$ cat src/rtl/pin_pattern_gen.sv
// pin_pattern_gen: board I/O pattern generator for pin-map bring-up.
// Drives N_PINS outputs with one of eight test patterns and advances the
// pattern once every PRESCALE clock cycles.
//
// Ports:
//   clk   - system clock, all state updates on the rising edge
//   rst   - asynchronous active-high reset
//   mode  - pattern select (0 high, 1 low, 2 walk-1, 3 walk-0, 4 count,
//           5 checkerboard, 6 blink, 7 bounce)
//   hold  - 1 freezes the pattern; the prescaler keeps running
//   pins  - registered pattern output, bit 0 = pin 0
//   tick  - one-cycle pulse in the cycle after each step edge
//   pos   - walking/bounce index in modes 2, 3, 7; 0 otherwise
module pin_pattern_gen #(
    parameter int unsigned N_PINS   = 40,
    parameter int unsigned PRESCALE = 12000000,
    parameter int unsigned POS_W    = $clog2(N_PINS)
) (
    input  logic              clk,
    input  logic              rst,
    input  logic [2:0]        mode,
    input  logic              hold,
    output logic [N_PINS-1:0] pins,
    output logic              tick,
    output logic [POS_W-1:0]  pos
);

    localparam int unsigned CNT_W = 32;
    localparam int unsigned HALF  = (N_PINS + 1) / 2;

    localparam logic [CNT_W-1:0] CNT_LAST = CNT_W'(PRESCALE - 1);
    localparam logic [POS_W-1:0] POS_LAST = POS_W'(N_PINS - 1);
    localparam logic [POS_W-1:0] POS_PREV = POS_W'(N_PINS - 2);

    // Even-bit checkerboard mask (...0101), trimmed to N_PINS bits.
    localparam logic [2*HALF-1:0]  EVEN_REP  = {HALF{2'b01}};
    localparam logic [N_PINS-1:0]  EVEN_MASK = EVEN_REP[N_PINS-1:0];

    localparam logic [2:0] M_HIGH  = 3'd0;
    localparam logic [2:0] M_LOW   = 3'd1;
    localparam logic [2:0] M_WALK1 = 3'd2;
    localparam logic [2:0] M_WALK0 = 3'd3;
    localparam logic [2:0] M_COUNT = 3'd4;
    localparam logic [2:0] M_CHECK = 3'd5;
    localparam logic [2:0] M_BLINK = 3'd6;
    localparam logic [2:0] M_BOUNC = 3'd7;

    logic [CNT_W-1:0]  cnt_q, cnt_d;
    logic [2:0]        mode_q, mode_d;
    logic              init_q, init_d;
    logic [POS_W-1:0]  pos_q, pos_d;
    logic              dir_q, dir_d;
    logic              phase_q, phase_d;
    logic [N_PINS-1:0] val_q, val_d;
    logic [N_PINS-1:0] pins_d;
    logic              tick_d;
    logic [POS_W-1:0]  pos_out_d;
    logic              load_c;

    // Output pattern as a pure function of the pattern state.
    function automatic logic [N_PINS-1:0] pattern(
        input logic [2:0]        m,
        input logic [POS_W-1:0]  p,
        input logic              ph,
        input logic [N_PINS-1:0] v
    );
        logic [N_PINS-1:0] one_hot;
        logic [N_PINS-1:0] res;
        one_hot = N_PINS'(1) << p;
        res     = '0;
        case (m)
            M_HIGH:  res = '1;
            M_LOW:   res = '0;
            M_WALK1: res = one_hot;
            M_WALK0: res = ~one_hot;
            M_COUNT: res = v;
            M_CHECK: res = ph ? ~EVEN_MASK : EVEN_MASK;
            M_BLINK: res = ph ? '0 : '1;
            M_BOUNC: res = one_hot;
        endcase
        return res;
    endfunction

    // State register.
    always_ff @(posedge clk or posedge rst) begin
        if (rst) begin
            cnt_q   <= '0;
            mode_q  <= 3'd0;
            init_q  <= 1'b1;
            pos_q   <= '0;
            dir_q   <= 1'b1;
            phase_q <= 1'b0;
            val_q   <= '0;
            pins    <= '0;
            tick    <= 1'b0;
            pos     <= '0;
        end else begin
            cnt_q   <= cnt_d;
            mode_q  <= mode_d;
            init_q  <= init_d;
            pos_q   <= pos_d;
            dir_q   <= dir_d;
            phase_q <= phase_d;
            val_q   <= val_d;
            pins    <= pins_d;
            tick    <= tick_d;
            pos     <= pos_out_d;
        end
    end

    // Next-state: load beats step, step beats free-running count.
    always_comb begin
        cnt_d   = cnt_q + CNT_W'(1);
        tick_d  = 1'b0;
        mode_d  = mode_q;
        init_d  = init_q;
        pos_d   = pos_q;
        dir_d   = dir_q;
        phase_d = phase_q;
        val_d   = val_q;
        load_c  = init_q || (mode != mode_q);

        if (load_c) begin
            mode_d  = mode;
            init_d  = 1'b0;
            cnt_d   = '0;
            pos_d   = '0;
            dir_d   = 1'b1;
            phase_d = 1'b0;
            val_d   = '0;
        end else if (cnt_q == CNT_LAST) begin
            cnt_d  = '0;
            tick_d = 1'b1;
            if (!hold) begin
                case (mode_q)
                    M_WALK1, M_WALK0: begin
                        pos_d = (pos_q == POS_LAST) ? '0 : pos_q + POS_W'(1);
                    end
                    M_COUNT: begin
                        val_d = val_q + N_PINS'(1);
                    end
                    M_CHECK, M_BLINK: begin
                        phase_d = ~phase_q;
                    end
                    M_BOUNC: begin
                        // Reflect at the ends so each endpoint is shown once.
                        if (dir_q) begin
                            if (pos_q == POS_LAST) begin
                                dir_d = 1'b0;
                                pos_d = POS_PREV;
                            end else begin
                                pos_d = pos_q + POS_W'(1);
                            end
                        end else begin
                            if (pos_q == '0) begin
                                dir_d = 1'b1;
                                pos_d = POS_W'(1);
                            end else begin
                                pos_d = pos_q - POS_W'(1);
                            end
                        end
                    end
                    default: begin
                    end
                endcase
            end
        end
    end

    // Output next values derived from the next pattern state.
    always_comb begin
        pins_d    = pattern(mode_d, pos_d, phase_d, val_d);
        pos_out_d = '0;
        if (mode_d == M_WALK1 || mode_d == M_WALK0 || mode_d == M_BOUNC) begin
            pos_out_d = pos_d;
        end
    end

endmodule

$ cat config.mk
export PLATFORM = sky130hd
export DESIGN_NAME = pin_pattern_gen
export DESIGN_NICKNAME = d
export VERILOG_FILES = /design/src/rtl/pin_pattern_gen.sv
export SDC_FILE = /design/constraint.sdc
export NUM_CORES = 1
export LEC_CHECK = 0
export CORE_MARGIN = 1.5
export CORE_UTILIZATION = 40
export CTS_BUF_LIST = sky130_fd_sc_hd__clkbuf_16
export CTS_CLUSTER_DIAMETER = 200
export CTS_CLUSTER_SIZE = 16
export DETAILED_ROUTE_END_ITERATION = 8
export PLACE_DENSITY = 0.6
export SYNTH_ARGS = -nofsm -noshare
export SYNTH_HDL_FRONTEND = slang
export SYNTH_SLANG_ARGS = --single-unit
$ cat constraint.sdc
create_clock -name clk -period 4.2 [get_ports clk]
set_input_delay 0.84 -clock clk [delete_from_list [all_inputs] [get_ports clk]]
set_output_delay 0.84 -clock clk [all_outputs]
set_load 0.01 [all_outputs]
==> metrics.txt <==
Layout Cells excl Fill=1089; Min-Delay Startpoint=cnt_q[0]; f_max=between 200 and 300 MHz; Max rail drop VDD=just under 0.0003 V; Worst Path Required=4430 ps; Post-synth EDFFs=0; worst r2r path cells=10; Die Area=0.01968 mm²; max-slew violation count=0; multi-input logic area=slightly below 0.004 mm²; total CTS buffers=17; main combinational cell family by area after synthesis=simple AND/OR/NAND/NOR gates; final hold slack=458.3 ps; LEAKAGE=~3.4 nW; Synth Warn #=0; Min-Delay Path Class=register to register; run status=completed; CP arrival=3880 ps; placer's final routability congestion estimate=0.9429; fin area=just under 0.009 mm²; Rows=50; Worst Setup Start Kind=register; critical path, cell by cell=inv_1 > ha_1 > or4b_1 > o21ba_2 > o2111ai_1 > a221oi_1 > nor2_4 > inv_2 > o31ai_1 > o2111ai_1; pin count of the biggest net entering global routing=53; Synth Area in Compound Gates=17.30%; FF-to-FF End=pins[11]; Crit Path Class=register to register; register area=0.003281 mm²; DIE HEIGHT=140.3 µm; final worst setup slack=551.5 ps; FF-to-FF setup slack=550 ps; cts hold-fix bufs=0; CP dominant cell by count=o2111ai_1; DP Area=approximately 0.0083 mm²; most common cell in the netlist=dfrtp_1; post-synth top area share=42.83%; sequential share of the synthesized area=43.53%; H-tree lvl count=4; Distinct cells, synth=80; Layout area overhead=18.06%; Ports=53; Post-Route WL=21800 µm; RSZ-0062 raised after global routing=false; slowest stage delay, CP=approximately 550 ps; Die W=140.3 µm; Reg clk slew, reported paths=60 ps; number of global-route vias before repair=6303; Synth area leaders=dfrtp_1 (43%), xor2_1 (5.2%), nor2_1 (4.8%); Rel. slew slack=30.45%; Post-synth top flop=dfrtp_1; syn avg cell area=9.317 µm²; clk sinks=131; Syn Std Cell Area=0.007537 mm²; hpwl dp=15610 µm; first-pass GRT wire length=35620 µm; Clock Skew=between 8 and 9 ps; vias=6607; Worst Path Buf+Inv=2; Remaining Overflow, GRT=0; vias per std cell=6.067; DP Cell Count=1058; hold depth=1; PwrDens=around 350 mW/mm²; Simple-Gate Fraction of Synth Area=26.00%; Wirelength per Cell=20.02 µm; synthesized flop and latch total=131; cell taking the most area after synthesis=dfrtp_1; total negative slack=0 ps; post-route ant nets=0; minimum clock period=3649 ps; Post-layout nets=approximately 850; Worst setup EP type=register; post-synthesis adder-cell area fraction=0.8300%; post-layout util=47.89%; Post-CTS Setup Bufs=0; drt pass-1 iters=5; DP Worst Slack=264.2 ps; total power=about 3.1 mW; R2R Path Start=pos_q[0]; Post-synth top cells=dfrtp_1 (129), nor2_1 (97), nand3_1 (48); Final Hold Vio Count=0; CTS tree=done; Final Setup Violations=0; Core Area=approximately 0.019 mm²; cell family with the largest share of critical-path delay=compound AO/OA/AOI/OAI gates; antenna violations before repair=0; syn_nets=820; fin crit share=between 80 and 90%; post-CTS resize count=0; GRT Total Usage=23.14%; # fillers=between 1500 and 2000; share of cells above drive strength 1=9.708%; 1st-iter DRT viols=around 670; Synth Area in XOR/XNOR=7.902%; Root Buffer=clkbuf_16; end point of the worst hold path=cnt_q[0]; CTS max path bufs=2; maxcap violations=0; I/O Buffers=52; worst-path cell with the longest stage delay=or4b_1; DRC=0; antenna cells=0; worst skew pair latency=420 ps; worst-path fanout max=19; Async SR Flop Fraction=100.0%; Mapped Cells=about 810; Worst-Margin Slew=1041 ps; Starting Density=between 40 and 50%; mux contribution to synthesized area=0.1328%
-- final cells by class --
class	count	area share [%]
Clock buffer	17	4.781
Inverter	19	0.8436
Tap cell	234	3.290
Multi-Input combinational cell	601	44.35
Timing Repair Buffer	73	7.762
Clock inverter	14	2.109
Sequential cell	131	36.87
-- report_power, final --
group,internal (mW),total (mW),switching (mW)
registers,1.30,1.32,0.0179
logic,0.115,0.262,0.147
clock network,0.987,1.56,0.570
-- placed cells by master (no fill, tap or decap), types with 19 or more instances in the layout --
cell type and instances:
dfrtp_1 129, nor2_1 97, clkdlybuf4s50_1 52, nand3_1 48, xor2_1 45, nand2_1 43, nand4_1 34, nor3_1 26
xnor2_1 23, o21ai_0 20, buf_4 20, o2111ai_1 19
-- metal layers --
metal	share of wire [%]	up-vias	GRT usage (%)
met1	46	3221	32.70
met5	0	-	0
li1	-	3082	-
met2	45	265	35.41
met4	2.0	0	6.814
met3	6.7	39	5.402
-- flip-flops by register name, indices dropped and copies added (netlist names) --
name     cells
phase_q      1
val_q       40
cnt_q       32
pins        40
pos_q        6
tick         1
init_q       1
dir_q        1
mode_q       3
pos          6
-- worst register-to-register path, cell delays in order (launching register included) --
cell and delay [ps]:
dfrtp_1 470, inv_1 230, ha_1 230, or4b_1 550, o21ba_2 240, o2111ai_1 300, a221oi_1 220, nor2_4 420
inv_2 240, o31ai_1 350, o2111ai_1 210
-- kinds of logic after synthesis --
family                   Yosys count
adder cells (fa/ha/maj)            5
buffers and inverters             77
other                              1
flip-flops                       131
XOR/XNOR                          68
AO/OA/AOI/OAI                    171
multiplexers                       1
AND/OR/NAND/NOR                  355
-- worst max-delay path by stage --
stage | startpoint | to | slack (ps) | depth (start not counted)
floorplan | mode[0] | pins[29] | 1020 | 9
global route | pos_q[0] | pins[35] | 330 | 10
finish | pos_q[0] | pins[11] | 550 | 10
global placement | hold | pins[33] | 380 | 9
CTS | pos_q[0] | pins[9] | 610 | 10
detailed placement | hold | pins[33] | 260 | 9
No activity file was read; power rests on OpenSTA's default activity.
